==> config.mk <==
export PLATFORM = sky130hd
export DESIGN_NAME = data_port_arbiter
export DESIGN_NICKNAME = d
export VERILOG_FILES = /design/src/rtl/data_port_arbiter.sv
export SDC_FILE = /design/constraint.sdc
export NUM_CORES = 1
export LEC_CHECK = 0
export CORE_MARGIN = 5
export CORE_UTILIZATION = 30
export CTS_CLUSTER_DIAMETER = 200
export DETAILED_ROUTE_END_ITERATION = 8
export PLACE_DENSITY = 0.8
export SYNTH_ARGS = -nofsm -noshare
export SYNTH_HDL_FRONTEND = slang
export SYNTH_SLANG_ARGS = --single-unit
==> constraint.sdc <==
create_clock -name clk -period 4 [get_ports clk]
set_clock_uncertainty 0.15 [all_clocks]
set_input_delay 1.2 -clock clk [delete_from_list [all_inputs] [get_ports clk]]
set_output_delay 1.2 -clock clk [all_outputs]
set_load 0.01 [all_outputs]
==> src/rtl/data_port_arbiter.sv <==
// Port-B arbiter: CPU data path vs. one DMA requester, with starvation-forced DMA slots
// and enforcement of the data-region lower boundary.
module data_port_arbiter #(
  parameter int                ADDR_W     = 12,
  parameter int                DATA_W     = 32,
  parameter logic [ADDR_W-1:0] DATA_BASE  = 12'h400,
  parameter int                STARVE_MAX = 4
) (
  input  logic              clk,
  input  logic              rst,
  input  logic              cpu_rd_en,
  input  logic              cpu_wr_en,
  input  logic [ADDR_W-1:0] cpu_addr,
  input  logic [DATA_W-1:0] cpu_wdata,
  output logic [DATA_W-1:0] cpu_rdata,
  output logic              cpu_stall,
  output logic              cpu_fault,
  input  logic              dma_req,
  input  logic              dma_we,
  input  logic [ADDR_W-1:0] dma_addr,
  input  logic [DATA_W-1:0] dma_wdata,
  output logic              dma_gnt,
  output logic [DATA_W-1:0] dma_rdata,
  output logic              dma_rvalid,
  output logic              dma_err,
  output logic              mem_en,
  output logic              mem_we,
  output logic [ADDR_W-1:0] mem_addr,
  output logic [DATA_W-1:0] mem_wdata,
  input  logic [DATA_W-1:0] mem_rdata
);

  localparam logic [2:0] STARVE_LIM = 3'(STARVE_MAX);

  typedef enum logic [1:0] {OWN_IDLE, OWN_CPU, OWN_DMA} owner_e;

  typedef struct packed {
    logic              en;
    logic              we;
    logic [ADDR_W-1:0] addr;
    logic [DATA_W-1:0] wdata;
  } mem_req_t;

  logic     [2:0] starve_cnt;
  logic           cpu_act, cpu_low, dma_bad, force_slot;
  owner_e         owner;
  mem_req_t       mreq;

  assign cpu_act    = cpu_rd_en | cpu_wr_en;
  assign cpu_low    = cpu_addr < DATA_BASE;
  assign dma_bad    = dma_addr < DATA_BASE;
  assign force_slot = starve_cnt == STARVE_LIM;

  // Reset holds the owner idle, which zeroes every combinational output.
  always_comb begin
    owner = OWN_IDLE;
    if (!rst) begin
      if (dma_req && (!cpu_act || force_slot)) owner = OWN_DMA;
      else if (cpu_act)                        owner = OWN_CPU;
    end
  end

  always_comb begin
    mreq = '0;
    case (owner)
      OWN_CPU: mreq = '{en: 1'b1, we: cpu_wr_en & ~cpu_low, addr: cpu_addr, wdata: cpu_wdata};
      OWN_DMA: if (!dma_bad) mreq = '{en: 1'b1, we: dma_we, addr: dma_addr, wdata: dma_wdata};
      default: mreq = '0;
    endcase
  end

  assign mem_en    = mreq.en;
  assign mem_we    = mreq.we;
  assign mem_addr  = mreq.addr;
  assign mem_wdata = mreq.wdata;
  assign dma_gnt   = owner == OWN_DMA;
  assign cpu_stall = cpu_act & (owner == OWN_DMA);
  assign cpu_rdata = (owner == OWN_CPU) ? mem_rdata : '0;

  always_ff @(posedge clk) begin
    if (rst) begin
      starve_cnt <= '0;
      dma_rvalid <= 1'b0;
      dma_err    <= 1'b0;
      cpu_fault  <= 1'b0;
      dma_rdata  <= '0;
    end else begin
      if (dma_gnt || !dma_req) starve_cnt <= '0;
      else if (!force_slot)    starve_cnt <= starve_cnt + 3'd1;
      dma_rvalid <= (owner == OWN_DMA) & ~dma_we & ~dma_bad;
      if ((owner == OWN_DMA) && !dma_we && !dma_bad) dma_rdata <= mem_rdata;
      dma_err    <= (owner == OWN_DMA) & dma_bad;
      cpu_fault  <= (owner == OWN_CPU) & cpu_wr_en & cpu_low;
    end
  end

endmodule

==> impl_metrics.env <==
export IMPL_wl_per_cell_um=18.1
export IMPL_cap_violations=0
export IMPL_die_w_um=101
export IMPL_min_path_type="reg2reg"
export IMPL_dp_hpwl_mm=8.82
export IMPL_synth_cell_area_um2=2480
export IMPL_rows=33
export IMPL_cts_buffers_inserted=5
export IMPL_tightest_slew_ps=325
export IMPL_synth_warnings=0
export IMPL_finalHoldViolCount=0
export IMPL_synthTopCellsByArea="dfxtp_1, nand2b_1, a22o_1"
export IMPL_syn_area_per_cell_um2=9.14
export IMPL_dieArea_um2=10200
export IMPL_power_density_nw_per_um2=202
export IMPL_layout_nets=657
export IMPL_p_leak_nw=2.20
export IMPL_final_max_slew_viol_count=0
export IMPL_crit_type="in2out"
export IMPL_critPathMaxFanout=8
export IMPL_fp_coreArea_um2=8130
export IMPL_vias_per_cell=4.72
export IMPL_utilization_pct=64.2
export IMPL_ys_seq_elements=38
export IMPL_die_h_um=101
export IMPL_drive_gt1_share_pct=17.7
export IMPL_yosys_top_cells_count="nand2b_1, a22o_1, dfxtp_1"
export IMPL_critPathArrivalTime_ps=2700
export IMPL_fmax_mhz=247
export IMPL_syn_inst=271
export IMPL_violations="setup timing"
export IMPL_drc_errors=0
export IMPL_gp_routability_congestion=0.897
export IMPL_syn_num_nets=402
export IMPL_antenna_left=0
export IMPL_synthFlopType="dfxtp_1"
export IMPL_diodes=0
export IMPL_clockRootBuffer="clkbuf_8"
export IMPL_grt_total_usage_pct=20.9
export IMPL_synth_edf_count=0
export IMPL_critPathLaunchType="primary input"
export IMPL_path_clk_slew_ps=70
export IMPL_grt_max_degree=49
export IMPL_io_pins=241
export IMPL_outcome="finished, violations left"
export IMPL_ctsHtreeMaxLevel=2
export IMPL_synth_top_cell_area_share_pct=30.7
export IMPL_start_util_pct=30.5
export IMPL_cts_buffer_depth=2
export IMPL_ys_async_sr_fraction_pct=0
export IMPL_setup_tns_ps=-1020
export IMPL_setup_slack_ps=-52.8
export IMPL_port_buffers=240
export IMPL_finalSetupViolCount=42
export IMPL_peakVddDrop_mv=0.184
export IMPL_via_count=2981
export IMPL_area_delta_synth_final_pct=111
export IMPL_grt_pass1_vias=3185
export IMPL_endpoint_kind="output port"
export IMPL_synth_cell_types=31
export IMPL_rsz0062_at_grt="true"
export IMPL_clock_sinks=38
export IMPL_grt_antenna_before_repair=0
export IMPL_worstPathRequired_ps=2650
export IMPL_seq_area_frac_synth_pct=30.7
export IMPL_wl_mm=11.4
export IMPL_grt_remaining_overflow=0
export IMPL_grt_first_pass_wirelength_mm=16.8
export IMPL_cts_tree="yes"
export IMPL_slew_headroom_pct=78.3
export IMPL_first_pass_iters=5
export IMPL_fin_crit_ps=4050
export IMPL_dr_first_iter_drc_count=56
export IMPL_clk_latency_ps=280
export IMPL_synth_most_common_cell="nand2b_1"
export IMPL_fin_crit_sh_pct=101
export IMPL_yosysTopAreaCell="dfxtp_1"
-- state kept, by name (all words and copies together), names as in the netlist --
signal / count
dma_rdata: 32
starve_cnt: 3
cpu_fault: 1
dma_err: 1
dma_rvalid: 1
-- kinds of logic after synthesis --
family                   after synthesis  synth area share, %
adder cells (fa/ha/maj)                5                 2.53
XOR/XNOR                               1                0.354
AND/OR/NAND/NOR                      119                 29.6
multiplexers                          32                 12.9
flip-flops                            38                 30.7
buffers and inverters                 26                 6.41
AO/OA/AOI/OAI                         50                 17.5
-- critical path: stages --
cell	delay (ps)
buf_8	100
a311oi_2	280
inv_1	140
ha_4	190
o21ai_4	70
nor2_4	80
buf_12	140
buf_8	130
a22o_1	230
buf_6	130
-- metrics by stage --
step	area [um2]	instances	hold WS [ps]	total power, mW	setup slack, ps
global route	5220	631	350	1.10	-78.3
detailed placement	5050	613	311	0.739	-982
global placement	5050	613	307	0.734	-957
floorplan	2480	271	323	0.502	66.8
CTS	5250	632	327	1.07	-13.4
finish	5220	631	323	1.05	-52.8
-- layout make-up --
| class | count | area, um2 |
|---|---|---|
| Sequential cell | 38 | 761 |
| Timing Repair Buffer | 270 | 2590 |
| Fill cell | 694 | 2910 |
| Tap cell | 105 | 131 |
| Inverter | 4 | 15.0 |
| Multi-Input combinational cell | 207 | 1610 |
| Clock inverter | 1 | 30.0 |
| Clock buffer | 6 | 82.6 |
-- cell usage in the layout, fill, tap and decap left out, drive strengths merged, types with 2 or more instances in the layout --
master / Yosys / final
nor2: 9 / 9
o21ai: 2 / 2
clkdlybuf4s50: 0 / 156
dfxtp: 38 / 38
a22o: 42 / 42
inv: 4 / 4
mux2i: 32 / 32
buf: 12 / 74
and2: 32 / 32
dlygate4sd2: 0 / 36
a22oi: 2 / 2
nor3: 3 / 3
nand2b: 64 / 64
nand2: 4 / 4
clkbuf: 10 / 6
clkdlybuf4s15: 0 / 4
a21oi: 2 / 2
ha: 5 / 5
-- worst paths after layout --
check | startpoint | end | slack (ps) | cells past startpoint
max | rst | mem_addr[2] | -50 | 10
min | dma_rdata[20]$_SDFFE_PP0P_ | dma_rdata[20]$_SDFFE_PP0P_ | 320 | 2
max reg2reg | starve_cnt[0]$_SDFFE_PP0N_ | starve_cnt[2]$_SDFFE_PP0N_ | 1610 | 9
min reg2reg | dma_rdata[20]$_SDFFE_PP0P_ | dma_rdata[20]$_SDFFE_PP0P_ | 320 | 2
-- where the power goes --
group	switching [mW]	total, mW	internal [mW]
registers	0.00234	0.384	0.382
logic	0.124	0.338	0.214
clock network	0.132	0.331	0.200
-- routing by layer --
layer / GRT usage, % / vias up / routed length (um)
met4: 5.39 / 0 / 235
met1: 23.1 / 1382 / 4310
met2: 38.5 / 139 / 5770
met3: 6.23 / 14 / 1100
li1: - / 1446 / -
met5: 0 / - / 0
-- repair_timing --
item | 4_1_cts | 5_1_grt
cloned | 4 | 0
endpoints found under the setup margin | 80 | 44
pin swaps | 40 | 2
setup buffers | 9 | 0
gates resized for setup | 270 | 2
hold buffers | 0 | 0
No activity file was read; power rests on OpenSTA's default activity.
==> patch 1: new RTL, same flow settings <==
Register the output `cpu_fault` once more, with the module's reset; this adds one clock of latency there. The other outputs are not delayed to match.
--- a/src/rtl/data_port_arbiter.sv
+++ b/src/rtl/data_port_arbiter.sv
@@ -42,4 +42,6 @@
   } mem_req_t;
 
+  logic cpu_fault_s0;
+
   logic     [2:0] starve_cnt;
   logic           cpu_act, cpu_low, dma_bad, force_slot;
@@ -83,5 +85,5 @@
       dma_rvalid <= 1'b0;
       dma_err    <= 1'b0;
-      cpu_fault  <= 1'b0;
+      cpu_fault_s0 <= 1'b0;
       dma_rdata  <= '0;
     end else begin
@@ -91,5 +93,13 @@
       if ((owner == OWN_DMA) && !dma_we && !dma_bad) dma_rdata <= mem_rdata;
       dma_err    <= (owner == OWN_DMA) & dma_bad;
-      cpu_fault  <= (owner == OWN_CPU) & cpu_wr_en & cpu_low;
+      cpu_fault_s0 <= (owner == OWN_CPU) & cpu_wr_en & cpu_low;
+    end
+  end
+
+  always_ff @(posedge clk) begin
+    if (rst) begin
+      cpu_fault <= '0;
+    end else begin
+      cpu_fault <= cpu_fault_s0;
     end
   end
Formal check against the unedited RTL: not equivalent (Yosys sat finds a counterexample within 4 cycles, from zero or initial values and one cycle with rst high).
==> patch 1 against the original RTL <==
  * The run still ends with negative setup slack left
  * Worst setup slack better by 0.00054 ns
  * Sequential cell count up 1
  * Routed wire length down 0.75%
  * Global-route usage down 0.79 points
  * Power up 2.1%
  * Cell area up 2.4%
  * Non-clock buffer count up 7
  * Area after synthesis up 0.35%
  * Critical endpoint is now mem_wdata[21]
  * Largest power group unchanged
  * Highest routed layer unchanged
==> patch 1: results (changes against the original RTL) <==
| Metric | Value |
|---|---|
| Area after DPL | `5090 µm² (was 5047 µm²)` |
| Met2 Resource Use GR | `32.96% (was 38.53%)` |
| Synthesized area per cell | `9.073 µm² (was 9.142 µm²)` |
| 1st-iter DRT viols | `75 (was 56)` |
| Worst slew margin | `70.68% (was 78.31%)` |
| Ranking of synthesized cells by area | `dfxtp_1 (31%), nand2b_1 (16%), a22o_1 (15%) (unchanged)` |
| Initial antenna violation count | `0 (unchanged)` |
| Yosys warns | `0 (unchanged)` |
| Fraction of synthesized area in multiplexers | `12.88% (was 12.93%)` |
| Routability Congestion | `0.9010 (was 0.8968)` |
| Vias in the first global route | `3083 (was 3185)` |
| VDD IR max | `0.1944 mV (was 0.1839 mV)` |
| HPWL Detailed | `8288 µm (was 8816 µm)` |
| Final Worst Setup Slack | `-0.05223 ns (was -0.05277 ns)` |
| Synth cell types | `29 (was 31)` |
| Sequential standard cell area | `780.7 µm² (was 760.7 µm²)` |
| Register area share after synthesis | `31.40% (was 30.71%)` |
| Leak | `2.272 nW (was 2.202 nW)` |
| Setup Total Neg Slack | `-1.125 ns (was -1.021 ns)` |
| Overall routing resource usage | `20.09% (was 20.89%)` |
| Clock transition at path regs | `0.08 ns` |
| Syn Nets | `405 (was 402)` |
| CP max-delay cell | `a311oi_4 (was a311oi_2)` |
| First-pass GRT wire length | `16270 µm (was 16840 µm)` |
| Worst Path Max Fanout | `6 (was 8)` |
| Layout cell share with drive strength beyond 1 | `19.96% (was 17.68%)` |
| Violated checks | `negative setup slack (unchanged)` |
| Final-stage net count | `666 (was 657)` |
| Adder-cell share of the synthesized area | `2.516% (was 2.525%)` |
| Placed insts | `617 (was 613)` |
| Synth top cells by count | `nand2b_1 (64), a22o_1 (42), dfxtp_1 (39) (was nand2b_1 (64), a22o_1 (42), dfxtp_1 (38))` |
| Status | `finished, violations left (unchanged)` |
| Initial DRT Pass Iterations | `4 (was 5)` |
| Final setup vio count | `38 (was 42)` |
| Complex-gate fraction of the synthesized area | `17.41% (was 17.47%)` |
| Post-route insts no fill | `641 (was 631)` |
| Place WS | `-0.9469 ns (was -0.9818 ns)` |
| Met1 Resource Use GR | `25.92% (was 23.14%)` |
| Vias per cell | `4.598 (was 4.724)` |
| Largest net degree at the start of global routing | `67 (was 49)` |
| Final WL | `11330 µm (was 11410 µm)` |
| WHS Path Cells | `1 (was 2)` |
| Met3 Use GR | `6.644% (was 6.228%)` |
| Worst r2r path cells | `11 (was 9)` |
[patch 1: cell count changes in the layout (fill, tap and decap cells not counted), moves of 2 or more]
cell | before | now
clkbuf_16 | 0 | 3
buf_6 | 19 | 11
buf_8 | 4 | 1
buf_16 | 2 | 4
clkdlybuf4s15_1 | 4 | 1
buf_4 | 15 | 22
clkbuf_2 | 0 | 2
buf_2 | 30 | 37
[patch 1: timing repair]
action / CTS / global route
gates cloned: 5 / 4
endpoints found under the setup margin: 80 / 45
hold buffers: 0 / 0
pin swaps: 25 / 11
resized for setup: 249 / 13
buffers inserted: 5 / 2
[patch 1: area by class of cell]
type / count / area share [%]
multi-input combinational: 208 / 30.52
sequential: 39 / 14.60
clock inverter: 3 / 0.8191
clock buffer: 5 / 1.287
tap: 105 / 2.457
timing repair buffer: 277 / 50.04
inverter: 4 / 0.2808
[patch 1: power by group]
part	internal, mW	total, mW	switching [mW]
Clock	0.186	0.332	0.146
Combinational	0.223	0.350	0.127
Sequential	0.392	0.394	0.00233
[patch 1: routing by layer]
metal,vias to the layer above,wire (µm)
li1,1471,-
met1,1326,4584
met2,136,5485
met3,14,1114
met4,0,140
met5,-,0
[patch 1: worst register-to-register path, delay by kind of cell, from the launching register on]
kind,cells,cell delay [ns]
compound gates,2,0.18
fa+ha+maj,2,0.42
buf+inv,3,0.53
flops,1,0.34
mux,1,0.24
simple gates,3,0.52
[patch 1: worst paths after layout]
path	slack (ns)	end	from
worst max-delay path	-0.05	mem_wdata[21]	rst
worst min-delay path	0.30	cpu_fault	cpu_fault_s0
worst max register to register	1.56	dma_rdata[4]	starve_cnt[1]
worst min register to register	0.30	cpu_fault	cpu_fault_s0
[patch 1: cell families (layout without fill, tap and decap cells)]
group,count (synthesis),in the layout
multiplexers,32,32
flip-flops,39,39
buffers and inverters,27,289
AND/OR/NAND/NOR,120,120
XOR/XNOR,1,1
adder cells (fa/ha/maj),5,5
AO/OA/AOI/OAI,50,50
==> patch 2: new RTL, same settings <==
Without the edit above. `ADDR_W`: 12 -> 11.
--- a/src/rtl/data_port_arbiter.sv
+++ b/src/rtl/data_port_arbiter.sv
@@ -2,5 +2,5 @@
 // and enforcement of the data-region lower boundary.
 module data_port_arbiter #(
-  parameter int                ADDR_W     = 12,
+  parameter int                ADDR_W     = 11,
   parameter int                DATA_W     = 32,
   parameter logic [ADDR_W-1:0] DATA_BASE  = 12'h400,
Ports: changed (resized cpu_addr, dma_addr and mem_addr); port bits go from 241 to 238. The function was not compared with the original's and may differ.
==> patch 2 against the original RTL <==
  * Area after synthesis up 7.2%
  * Sequential cell count unchanged
  * Cell area up 3.1%
  * Via count up 11%
  * Sequential power about the same
  * Power up 0.86%
  * Fmax up 2.6%
  * Worst setup slack better by 0.10 ns
  * Routed wire length up 5.6%
  * Critical endpoint is now mem_en
  * Highest routed layer unchanged
==> patch 2: results (changes against the original RTL) <==
| Metric | Value |
|---|---|
| Clk_lat worst skew | `0.28 ns (about the same)` |
| First-pass GRT wire length | `18980 µm (was 16840 µm)` |
| Htree depth | `2 (unchanged)` |
| Diodes inserted | `0 (unchanged)` |
| Area after DPL | `5191 µm² (was 5047 µm²)` |
| Initial antenna violation count | `0 (unchanged)` |
| Synth cell types | `28 (was 31)` |
| Synth top cells by count | `nand2b_1 (64), nor2_1 (46), a32oi_1 (42) (was nand2b_1 (64), a22o_1 (42), dfxtp_1 (38))` |
| Post-synth ARST share | `0% (unchanged)` |
| Worst slew margin | `71.14% (was 78.31%)` |
| Ranking of synthesized cells by area | `dfxtp_1 (29%), nand2b_1 (15%), a32oi_1 (14%) (was dfxtp_1 (31%), nand2b_1 (16%), a22o_1 (15%))` |
| Routability Congestion | `0.8049 (was 0.8968)` |
| Bufs on Longest Clock Path | `2 (unchanged)` |
| Largest regs | `dma_rdata x32, starve_cnt x3 (unchanged)` |
| VDD IR max | `0.1681 mV (was 0.1839 mV)` |
| Int Pwr | `758.7 µW (was 795.3 µW)` |
| Register area share after synthesis | `28.64% (was 30.71%)` |
| Overall routing resource usage | `21.33% (was 20.89%)` |
| Hold WS | `0.3232 ns (was 0.3230 ns)` |
| Leak | `2.129 nW (was 2.202 nW)` |
| Vias in the first global route | `3465 (was 3185)` |
| Layout cell share with drive strength beyond 1 | `20.71% (was 17.68%)` |
| Cells after synthesis | `322 (was 271)` |
| Via Count | `3309 (was 2981)` |
| Placed insts | `647 (was 613)` |
| Wirelength per Cell | `18.03 µm (was 18.08 µm)` |
| Syn Nets | `450 (was 402)` |
| 1st-iter DRT viols | `141 (was 56)` |
| Final-stage net count | `687 (was 657)` |
| Worst Path Max Fanout | `10 (was 8)` |
| Crit path arrival time | `2.60 ns (was 2.70 ns)` |
| Initial DRT Pass Iterations | `4 (was 5)` |
| Most frequently used flop master after synthesis | `dfxtp_1 (unchanged)` |
| Clock transition at path regs | `0.07 ns (about the same)` |
| Port buffer count | `237 (was 240)` |
| Yosys warns | `0 (unchanged)` |
| Status | `complete, no violations (was finished, violations left)` |
| Final WL | `12050 µm (was 11410 µm)` |
| Setup slack, reg-to-reg | `1.42 ns (was 1.61 ns)` |
| HPWL Detailed | `8686 µm (was 8816 µm)` |
| Largest net degree at the start of global routing | `66 (was 49)` |
| Total CTS buffers | `5 (unchanged)` |
| Root Driver | `clkbuf_8 (unchanged)` |
| Worst Hold Class | `register to register (unchanged)` |
-- patch 2: cell types whose count changed after synthesis, moves of 3 or more --
cell / change
a22o_1: -42
clkbuf_1: +9
buf_6: -3
nand2_1: -4
nor2_1: +40
buf_2: +7
nor3_1: -3
a32oi_1: +42
nand3_1: +3
-- patch 2: area by class of cell --
class / count / area [µm²]
inverter: 2 / 7.507
multi-input combinational: 244 / 1815
sequential: 38 / 760.7
timing repair buffer: 268 / 2565
clock inverter: 2 / 16.27
fill: 778 / 3296
clock buffer: 6 / 82.58
tap: 108 / 135.1
-- patch 2: worst paths after layout --
| path | cells after the start | from | endpoint |
|---|---|---|---|
| worst max-delay path | 10 | cpu_wr_en | mem_en |
| worst min-delay path | 2 | dma_rdata[17] | dma_rdata[17] |
| worst max register to register | 10 | starve_cnt[0] | dma_rdata[19] |
| worst min register to register | 2 | dma_rdata[17] | dma_rdata[17] |
-- patch 2: stage by stage --
stage / setup WS [ns] / utilization (%)
2_1_floorplan: 0.02467 / -
3_3_place_gp: -0.6955 / 59.82
3_5_place_dp: -0.8082 / 59.82
4_1_cts: 0.003773 / 62.17
5_1_grt: 0.001927 / 62.02
6_report: 0.04998 / 62.02
-- patch 2: logic make-up after synthesis --
kind of cell | count (synthesis) | share of synthesized area (%)
and+or+nand+nor | 156 | 33.07
AOI/OAI and AO/OA | 52 | 16.58
buffers and inverters | 40 | 7.772
DFF | 38 | 28.64
muxes | 32 | 12.06
adders and majority gates | 4 | 1.884
-- patch 2: per-layer routing --
metal | wire [µm] | up-vias | GRT usage (%)
li1 | - | 1600 | -
met1 | 4651 | 1511 | 24.14
met2 | 5991 | 178 | 38.34
met3 | 1131 | 20 | 6.890
met4 | 273 | 0 | 5.550
met5 | 0 | - | 0
-- patch 2: power groups by stage --
| stage | registers [mW] | logic [mW] | clock network, mW |
|---|---|---|---|
| finish | 0.383 | 0.391 | 0.289 |
| global route | 0.384 | 0.417 | 0.315 |
| CTS | 0.383 | 0.391 | 0.299 |
| detailed placement | 0.392 | 0.373 | 0 |
| global placement | 0.392 | 0.367 | 0 |
| floorplan | 0.393 | 0.129 | 0 |
-- patch 2: critical path: stages --
cell and delay (ns):
buf_6 0.10, buf_6 0.11, o2bb2ai_4 0.12, and3b_2 0.22
ha_4 0.18, buf_6 0.14, buf_16 0.14, a21oi_1 0.07
nor2_1 0.10, clkdlybuf4s15_2 0.23
-- patch 2: repair_timing --
item                       CTS  global route
cloned                       6             0
resized for setup          288            16
setup endpoints to repair   79            28
pin swaps                   29             8
buffers inserted             8             0
